**config.mk**
```make
export PLATFORM = sky130hd
export DESIGN_NAME = timer_pwm
export DESIGN_NICKNAME = d
export VERILOG_FILES = /design/src/rtl/timer_pwm_pkg.sv /design/src/rtl/timer_pwm_deadtime.sv /design/src/rtl/timer_pwm.sv
export SDC_FILE = /design/constraint.sdc
export NUM_CORES = 1
export LEC_CHECK = 0
export ABC_AREA = 1
export CAP_MARGIN = 20
export CORE_UTILIZATION = 40
export DETAILED_ROUTE_END_ITERATION = 8
export MAX_ROUTING_LAYER = met4
export PLACE_DENSITY = 0.67
export SLEW_MARGIN = 10
export SYNTH_ARGS = -nofsm -noshare
export SYNTH_HDL_FRONTEND = slang
export SYNTH_SLANG_ARGS = --single-unit
```
**constraint.sdc**
```tcl
create_clock -name PCLK -period 1.7 [get_ports PCLK]
set_clock_uncertainty 0.15 [all_clocks]
set_input_delay 0.34 -clock PCLK [delete_from_list [all_inputs] [get_ports PCLK]]
set_output_delay 0.34 -clock PCLK [all_outputs]
set_load 0.01 [all_outputs]
```
**src/rtl/timer_pwm_pkg.sv**
```systemverilog
// rtl/timer_pwm_pkg.sv - register map constants and index enum for timer_pwm
package timer_pwm_pkg;

  localparam logic [3:0] PCR_OFFSET = 4'h0;
  localparam logic [3:0] CCR_OFFSET = 4'h4;
  localparam logic [3:0] SR_OFFSET  = 4'h8;
  localparam logic [3:0] DTR_OFFSET = 4'hC;

  localparam int PCR_EN_BIT   = 0;
  localparam int PCR_POL_BIT  = 1;
  localparam int PCR_CCIE_BIT = 2;
  localparam int PCR_UIE_BIT  = 3;

  localparam int SR_CCIF_BIT = 0;
  localparam int SR_UIF_BIT  = 1;

  typedef enum logic [1:0] {
    REG_PCR = 2'd0,
    REG_CCR = 2'd1,
    REG_SR  = 2'd2,
    REG_DTR = 2'd3
  } reg_idx_e;

  // Registers are word spaced, so only the upper two address bits select one.
  function automatic reg_idx_e reg_idx(input logic [1:0] word_addr);
    return reg_idx_e'(word_addr);
  endfunction

endpackage

```
**src/rtl/timer_pwm_deadtime.sv**
```systemverilog
// rtl/timer_pwm_deadtime.sv - complementary output pair with programmable rising-edge dead time
module timer_pwm_deadtime #(
  parameter int DT_W = 8
) (
  input  logic            clk_i,
  input  logic            rst_ni,
  input  logic            ref_i,
  input  logic [DT_W-1:0] dtr_i,
  output logic            pwm_o,
  output logic            pwm_n_o
);

  logic            ref_q, ref_d;
  logic            pwm_q, pwm_d;
  logic            pwm_n_q, pwm_n_d;
  logic [DT_W-1:0] cnt_q, cnt_d;

  always_ff @(posedge clk_i or negedge rst_ni) begin
    if (!rst_ni) begin
      ref_q   <= 1'b0;
      pwm_q   <= 1'b0;
      pwm_n_q <= 1'b0;
      cnt_q   <= '0;
    end else begin
      ref_q   <= ref_d;
      pwm_q   <= pwm_d;
      pwm_n_q <= pwm_n_d;
      cnt_q   <= cnt_d;
    end
  end

  // Any reference transition (re)starts the gap; outputs resume once it expires.
  always_comb begin
    ref_d   = ref_i;
    cnt_d   = cnt_q;
    pwm_d   = pwm_q;
    pwm_n_d = pwm_n_q;
    if (ref_i != ref_q) begin
      if (dtr_i == '0) begin
        cnt_d   = '0;
        pwm_d   = ref_i;
        pwm_n_d = !ref_i;
      end else begin
        cnt_d   = dtr_i;
        pwm_d   = 1'b0;
        pwm_n_d = 1'b0;
      end
    end else if (cnt_q > DT_W'(1)) begin
      cnt_d = cnt_q - DT_W'(1);
    end else begin
      cnt_d   = '0;
      pwm_d   = ref_q;
      pwm_n_d = !ref_q;
    end
  end

  assign pwm_o   = pwm_q;
  assign pwm_n_o = pwm_n_q;

endmodule

```
**src/rtl/timer_pwm.sv**
```systemverilog
// rtl/timer_pwm.sv - APB compare/PWM block with flags and IRQ; optional dead time via TIMER_PWM_DEADTIME_EN
module timer_pwm
  import timer_pwm_pkg::*;
#(
  parameter int DT_W = 8
) (
  input  logic        PCLK,
  input  logic        PRESET,
  input  logic [3:0]  PADDR,
  input  logic [31:0] PWDATA,
  input  logic        PWRITE,
  input  logic        PENABLE,
  input  logic        PSEL,
  output logic [31:0] PRDATA,
  output logic        PREADY,
  input  logic [31:0] cnt_i,
  output logic        pwm_o,
`ifdef TIMER_PWM_DEADTIME_EN
  output logic        pwm_n_o,
`endif
  output logic        irq_o
);

  logic            access, wr_en, rd_en, cnt_chg, ref_pwm;
  reg_idx_e        idx;
  logic [3:0]      pcr_q, pcr_d;
  logic [31:0]     ccr_q, ccr_d;
  logic [31:0]     cnt_d_q;
  logic [31:0]     prdata_q, prdata_d;
  logic            ccif_q, ccif_d, uif_q, uif_d;
  logic            pready_q, irq_q, irq_d;
  logic [DT_W-1:0] dtr_val;
  logic            unused_paddr;

  assign unused_paddr = ^PADDR[1:0];

  assign access  = PSEL && PENABLE;
  assign wr_en   = access && PWRITE;
  assign rd_en   = access && !PWRITE;
  assign idx     = reg_idx(PADDR[3:2]);
  assign cnt_chg = (cnt_i != cnt_d_q);

  assign ref_pwm = pcr_q[PCR_EN_BIT] ? ((cnt_i < ccr_q) ^ pcr_q[PCR_POL_BIT])
                                     : pcr_q[PCR_POL_BIT];

  always_ff @(posedge PCLK or negedge PRESET) begin
    if (!PRESET) begin
      pcr_q    <= '0;
      ccr_q    <= '0;
      ccif_q   <= 1'b0;
      uif_q    <= 1'b0;
      cnt_d_q  <= '0;
      prdata_q <= '0;
      pready_q <= 1'b0;
      irq_q    <= 1'b0;
    end else begin
      pcr_q    <= pcr_d;
      ccr_q    <= ccr_d;
      ccif_q   <= ccif_d;
      uif_q    <= uif_d;
      cnt_d_q  <= cnt_i;
      prdata_q <= prdata_d;
      pready_q <= access;
      irq_q    <= irq_d;
    end
  end

  always_comb begin
    pcr_d    = pcr_q;
    ccr_d    = ccr_q;
    prdata_d = prdata_q;
    if (wr_en && idx == REG_PCR) pcr_d = PWDATA[3:0];
    if (wr_en && idx == REG_CCR) ccr_d = PWDATA;
    if (rd_en) begin
      case (idx)
        REG_PCR: prdata_d = {28'd0, pcr_q};
        REG_CCR: prdata_d = ccr_q;
        REG_SR:  prdata_d = {30'd0, uif_q, ccif_q};
        default: prdata_d = 32'(dtr_val);
      endcase
    end
  end

  // A new event outranks a same-cycle write-1-to-clear.
  always_comb begin
    ccif_d = ccif_q;
    uif_d  = uif_q;
    if (wr_en && idx == REG_SR && PWDATA[SR_CCIF_BIT]) ccif_d = 1'b0;
    if (wr_en && idx == REG_SR && PWDATA[SR_UIF_BIT])  uif_d  = 1'b0;
    if (cnt_chg && cnt_i == ccr_q) ccif_d = 1'b1;
    if (cnt_chg && cnt_i == '0)    uif_d  = 1'b1;
    irq_d = (ccif_q && pcr_q[PCR_CCIE_BIT]) || (uif_q && pcr_q[PCR_UIE_BIT]);
  end

`ifdef TIMER_PWM_DEADTIME_EN
  logic [DT_W-1:0] dtr_q, dtr_d;

  always_ff @(posedge PCLK or negedge PRESET) begin
    if (!PRESET) dtr_q <= '0;
    else         dtr_q <= dtr_d;
  end

  always_comb begin
    dtr_d = dtr_q;
    if (wr_en && idx == REG_DTR) dtr_d = PWDATA[DT_W-1:0];
  end

  assign dtr_val = dtr_q;

  timer_pwm_deadtime #(.DT_W(DT_W)) u_deadtime (
    .clk_i   (PCLK),
    .rst_ni  (PRESET),
    .ref_i   (ref_pwm),
    .dtr_i   (dtr_q),
    .pwm_o   (pwm_o),
    .pwm_n_o (pwm_n_o)
  );
`else
  logic pwm_q;

  assign dtr_val = '0;

  always_ff @(posedge PCLK or negedge PRESET) begin
    if (!PRESET) pwm_q <= 1'b0;
    else         pwm_q <= ref_pwm;
  end

  assign pwm_o = pwm_q;
`endif

  assign PRDATA = prdata_q;
  assign PREADY = pready_q;
  assign irq_o  = irq_q;

endmodule

```
==> results of run 1 <==
-- worst max-delay path, cell delays in order (launching register included) --
cell	delay (ns)
dfrtp_1	0.35
inv_2	0.06
ha_4	0.27
nand2_4	0.06
nor2_4	0.10
nand4_1	0.21
inv_1	0.11
nand2_1	0.05
nand2_1	0.06
nand2_1	0.05
nand3_1	0.06
nand2_1	0.05
-- where the power goes --
| part | switching, mW | internal [mW] | leakage, nW |
|---|---|---|---|
| registers | 0.167 | 2.82 | 1.26 |
| logic | 1.01 | 0.958 | 2.34 |
| clock network | 0.915 | 1.37 | 0.155 |
-- state kept, by name, indices dropped and copies added (netlist names) --
register,cells
pcr_q,4
PREADY,1
ccif_q,1
ccr_q,32
irq_o,1
PRDATA,32
pwm_o,1
uif_q,1
cnt_d_q,32
-- per-layer routing --
layer	wire length [µm]	share of wire
met3	398	0.031
met2	6510	0.51
met1	5670	0.44
met4	192	0.015
met5	0	0
-- cells in the mapped netlist --
library cell  count
nand2_1         135
o21ai_0           7
a22o_1            1
o21ai_1           5
clkbuf_1          2
o31ai_2          10
nand2_2           1
a31oi_1           2
buf_6             3
inv_1            67
o31ai_1          18
xnor2_1          24
nor2_1           55
ha_1             32
a21oi_1          37
a21o_1            1
nand4_1           6
nor4_1            7
buf_2            10
nand3_1          11
dfrtp_1         105
nor2_4            2
nor3_1            4
inv_2             4
nor2_2            1
xor2_1            4
or2_2             4
-- worst max path at each step --
stage,to,slack [ns],cells past startpoint
global route,pwm_o,-0.07,11
global placement,pwm_o,-0.40,10
floorplan,pwm_o,0.10,10
finish,pwm_o,0.02,11
CTS,pwm_o,0.001,10
detailed placement,pwm_o,-0.45,11
-- area by class of cell --
| cell class | count | area [µm²] |
|---|---|---|
| clock inverter | 4 | 75.1 |
| timing repair buffer | 180 | 1660 |
| tap | 168 | 210 |
| clock buffer | 12 | 256 |
| fill | 1089 | 4720 |
| multi-input combinational | 367 | 2390 |
| inverter | 71 | 267 |
| sequential | 105 | 2630 |
-- kinds of logic (layout without fill, tap and decap cells) --
| family | count (synthesis) | after routing | synth area share |
|---|---|---|---|
| simple gates | 226 | 226 | 0.182 |
| flops | 105 | 105 | 0.516 |
| buf+inv | 86 | 267 | 0.0702 |
| compound gates | 81 | 81 | 0.105 |
| xor+xnor | 28 | 28 | 0.0481 |
| fa+ha+maj | 32 | 32 | 0.0786 |
-- timing repair --
| item | 4_1_cts | 5_1_grt |
|---|---|---|
| pin swaps | 17 | 32 |
| buffers inserted | 3 | 8 |
| hold buffers | 1 | 0 |
| resized for setup | 59 | 79 |
| endpoints found under the hold margin | 16 | 0 |
| endpoints found under the setup margin | 38 | 3 |
-- metrics by stage --
stage          instances  setup TNS, ns  setup slack, ns
6_report             907              0           0.0227
5_1_grt              907         -0.133          -0.0746
4_1_cts              899              0          0.00123
2_1_floorplan        558              0            0.101
3_5_place_dp         879          -8.52           -0.453
3_3_place_gp         879          -5.80           -0.404
==> run_results.csv, run 1 <==
group,metric,value,unit
final_layout,stdcell_area,7490,µm²
clocking,clockBufferDepth,2,
drt,wire_per_inst,14.1,µm
hold_path,min_from,"cnt_i[24]",
floorplanning,core_region_area,12200,µm²
synth,synth_top_area_share,0.516,
synth,synth.area.top_cells,"dfrtp_1 (52%), nand2_1 (9.9%), ha_1 (7.9%)",
hold_path,min_to,"cnt_d_q[24]",
floorplanning,num_rows,40,
final_layout,final_common_cell,"nand2_1",
global_route,grt_max_degree,41,
drt,dr.pass1.iters,4,
drt,routed_via_density,4.79,
placement,dp_hpwl,9360,µm
clocking,clkLatencyLatePin,0.35,ns
worst_setup_path,r2r-start,"ccr_q[14]",
global_route,antenna_found_initial,0,
worst_setup_path,cp_max_fo,3,
timing,hold_slack,0.132,ns
worst_setup_path,critPathCaptureType,"flip-flop",
worst_setup_path,arrival,1.77,ns
synth,yosys_warnings,0,
drt,drc,0,
job,drv_cap,0,
global_route,grt_pass1_vias,4310,
timing,period_share,0.987,
clocking,clk_pin_slew,0.07,ns
clocking,cts_htree_levels,3,
clocking,cts-root-buf,"clkbuf_16",
final_layout,n_antenna_cell,0,
synth,synth.cell_area,5090,µm²
floorplanning,die_h,115,µm
power,leakage,3.76,nW
placement,port_buffers,105,
worst_setup_path,r2r_end,"pwm_o",
synth,syn_avg_cell_area,9.13,µm²
global_route,grt_usage,0.201,
timing,hold_viol,0,
worst_setup_path,worstRegToRegCells,11,
floorplanning,die-width,115,µm
run_status,status,"complete, no violations",
floorplanning,io_pins,108,
timing,layout_min_cycle_time,1.68,ns
placement,gp_congestion,0.832,
global_route,met3_usage,0.0269,
hold_path,whs_path_depth,2,
power,finalPower,7.25,mW
drt,first_iter_violations,131,
worst_setup_path,crit_path_start_kind,"flip-flop",
timing,slew_viol_final,0,
drt,drt_wl_total,12800,µm
worst_setup_path,worstPathRequired,1.79,ns
drt,via_count,4344,
synth,synth.net_count,663,
floorplanning,start_util,0.417,
global_route,grt-busiest-layer,"met2",
drt,antenna_left,0,
clocking,cts_tree,"done",
final_layout,layout_common_cells,"nand2_1 (121), dfrtp_1 (105), buf_4 (69)",
timing,fmax,0.596,GHz
worst_setup_path,r2r_slack,0.02,ns
final_layout,finalNetCount,839,
worst_setup_path,cp-startpoint,"ccr_q[14]",
global_route,overflow,0,
final_layout,fin_util,0.613,
synth,synth.ff_latch_count,105,
synth,synthCells,558,
worst_setup_path,critPathKind,"flip-flop to flip-flop",
timing,relSlewSlack,0.764,
global_route,met1_usage,0.241,
final_layout,syn2layout_area_growth,47.0,%
hold_path,min_path_type,"input port to flip-flop",
clocking,clock-sinks,105,
floorplanning,die_area,13200,µm²
synth,yosysTopAreaCell,"dfrtp_1",
timing,worst_pin_slew,0.350,ns
global_route,met2_usage,0.348,
placement,placed_cell_area,6810,µm²
clocking,numCtsBuffers,9,
final_layout,drive_gt1_frac,0.246,
global_route,grt_pass1_wl,20000,µm
timing,rsz0062_at_grt,"true",
synth,synth_cell_types,27,
power,power_density,968,nW/µm²
timing,setup_viol,0,
synth,synth_seq_area_share,0.516,
power,ir_worst_vdd,0.394,mV
Note: power is estimated with default switching activity, not from simulation.
==> run 2: changes to the inputs <==
- ABC_AREA: 1 -> unset
- CORE_UTILIZATION: 40 -> 46
- PLACE_DENSITY: 0.67 -> 0.76
==> run_results.csv, run 2 <==
group,metric,value,unit
final_layout,syn2layout_area_growth,45.8,%
power,power_density,930,nW/µm²
clocking,cts-root-buf,"clkbuf_8",
synth,synth_cell_types,41,
global_route,grt_max_degree,43,
placement,dp_hpwl,9110,µm
final_layout,layout_common_cells,"dfrtp_1 (105), nand2_1 (102), buf_4 (63)",
worst_setup_path,path_cells,"clkdlybuf4s50_1 -> ha_4 -> nand4_1 -> nor2_1 -> a221o_1 -> o31a_1 -> o211ai_1",
floorplanning,io_pins,108,
timing,relSlewSlack,0.739,
drt,antenna_left,0,
power,finalPower,6.54,mW
placement,placed_cell_area,6500,µm²
floorplanning,num_rows,37,
synth,synth_top_area_share,0.545,
clocking,cts_tree,"done",
worst_setup_path,slowest_delay,0.53,ns
synth,synth_seq_area_share,0.545,
floorplanning,core_region_area,10200,µm²
worst_setup_path,crit_buf_inv,1,
hold_path,min_to,"cnt_d_q[0]",
worst_setup_path,path_depth,7,
synth,synth_async_sr_flop_share,1.00,
synth,syn_avg_cell_area,10.2,µm²
worst_setup_path,r2r_slack,-0.31,ns
timing,period_share,1.19,
final_layout,n_antenna_cell,0,
clocking,clock-sinks,105,
run_status,status,"complete, but fails checks",
synth,synth.area.top_cells,"dfrtp_1 (55%), ha_1 (8.3%), nand2_1 (8.0%)",
job,drv_cap,0,
worst_setup_path,r2r-start,"ccr_q[7]",
final_layout,finalNetCount,747,
floorplanning,die_h,104,µm
timing,hold_slack,0.0845,ns
worst_setup_path,crit_path_start_kind,"input port",
final_layout,stdcell_area,7030,µm²
drt,routed_via_density,5.16,
drt,drc,0,
worst_setup_path,worstRegToRegCells,7,
timing,slew_viol_final,0,
drt,wire_per_inst,15.8,µm
timing,fin_ws,-0.321,ns
global_route,overflow,0,
timing,fmax,0.495,GHz
synth,synth.net_count,579,
synth,synthCells,474,
drt,first_iter_violations,138,
hold_path,min_from,"cnt_i[0]",
synth,synth.ff_latch_count,105,
timing,rsz0062_at_grt,"true",
clocking,clockBufferDepth,2,
final_layout,drive_gt1_frac,0.215,
timing,hold_viol,0,
worst_setup_path,crit_family,"compound AO/OA/AOI/OAI gates",
floorplanning,die_area,10900,µm²
placement,port_buffers,105,
timing,setup_viol,3,
worst_setup_path,critPathKind,"input port to flip-flop",
synth,synth.most_common_cell,"dfrtp_1",
global_route,grt_pass1_wl,19900,µm
worst_setup_path,critPathCaptureType,"flip-flop",
global_route,grt_usage,0.239,
timing,worst_pin_slew,0.392,ns
global_route,antenna_found_initial,0,
hold_path,min_path_type,"input port to flip-flop",
drt,via_count,4040,
floorplanning,start_util,0.471,
drt,dr.pass1.iters,5,
clocking,numCtsBuffers,9,
final_layout,fin_util,0.687,
synth,yosys_warnings,0,
power,ir_worst_vdd,0.575,mV
drt,drt_wl_total,12400,µm
clocking,clkLatencyLatePin,0.37,ns
synth,yosysTopAreaCell,"dfrtp_1",
run_status,violations,"setup timing",
clocking,clk_pin_slew,0.10,ns
hold_path,whs_path_depth,1,
worst_setup_path,arrival,2.17,ns
power,leakage,3.32,nW
synth,synth_flop_cell,"dfrtp_1",
final_layout,final_common_cell,"dfrtp_1",
worst_setup_path,cp_max_fo,3,
floorplanning,die-width,104,µm
synth,synth_edf_count,0,
synth,synth.top_cells.by_count,"dfrtp_1 (105), nand2_1 (103), o21ai_0 (62), inv_1 (33)",
clocking,cts_htree_levels,3,
worst_setup_path,r2r_end,"pwm_o",
global_route,grt_pass1_vias,4177,
worst_setup_path,worstPathRequired,1.85,ns
placement,gp_congestion,0.862,
worst_setup_path,crit_slowest_cell,"clkdlybuf4s50_1",
synth,synth.cell_area,4820,µm²
timing,layout_min_cycle_time,2.02,ns
-- run 2: power by group --
part / total, mW / switching, mW / internal [mW]
combinational: 1.85 / 0.897 / 0.953
sequential: 3.06 / 0.212 / 2.85
clock: 1.63 / 0.893 / 0.739
-- run 2: worst max path at each step --
| stage | startpoint | endpoint |
|---|---|---|
| after floorplan | ccr_q[25] | pwm_o |
| after global placement | cnt_i[14] | pwm_o |
| after detailed placement | cnt_i[14] | pwm_o |
| after CTS | ccr_q[15] | pwm_o |
| after global routing | ccr_q[12] | pwm_o |
| final | cnt_i[15] | pwm_o |
-- run 2: cell families after synthesis --
| kind of cell | count (synthesis) | synth area share |
|---|---|---|
| AOI/OAI and AO/OA | 95 | 0.112 |
| xor gates and xnor gates | 32 | 0.0582 |
| adders and majority gates | 32 | 0.0831 |
| buffers and inverters | 52 | 0.0431 |
| DFF | 105 | 0.545 |
| muxes | 9 | 0.0200 |
| and+or+nand+nor | 149 | 0.139 |
-- run 2: layer usage --
metal	track usage	vias up	routed length, µm
li1	-	1944	-
met1	0.297	1950	5390
met2	0.390	118	6210
met3	0.0351	28	478
met4	0.103	0	309
met5	-	-	0
-- run 2: timing repair --
| action | in CTS | in global routing |
|---|---|---|
| endpoints found under the hold margin | 26 | 0 |
| hold buffers | 1 | 0 |
| pin swaps | 17 | 13 |
| setup buffers | 3 | 7 |
| setup endpoints to repair | 38 | 3 |
| gates resized for setup | 59 | 39 |
-- run 2: through the flow --
| stage | std cells | setup WS [ns] | setup TNS (ns) |
|---|---|---|---|
| after global routing | 783 | -0.374 | -0.657 |
| after global placement | 757 | -0.675 | -10.42 |
| after floorplan | 474 | -0.105 | -0.105 |
| final | 783 | -0.321 | -0.522 |
| after detailed placement | 757 | -0.767 | -12.47 |
| after CTS | 777 | -0.285 | -0.517 |
-- run 2: final cells by class --
type | instances | area, µm²
clock inverter | 6 | 73.8
multi-input combinational | 317 | 2250
inverter | 33 | 124
clock buffer | 10 | 138
tap | 136 | 170
fill | 813 | 3200
timing repair buffer | 176 | 1650
sequential | 105 | 2630
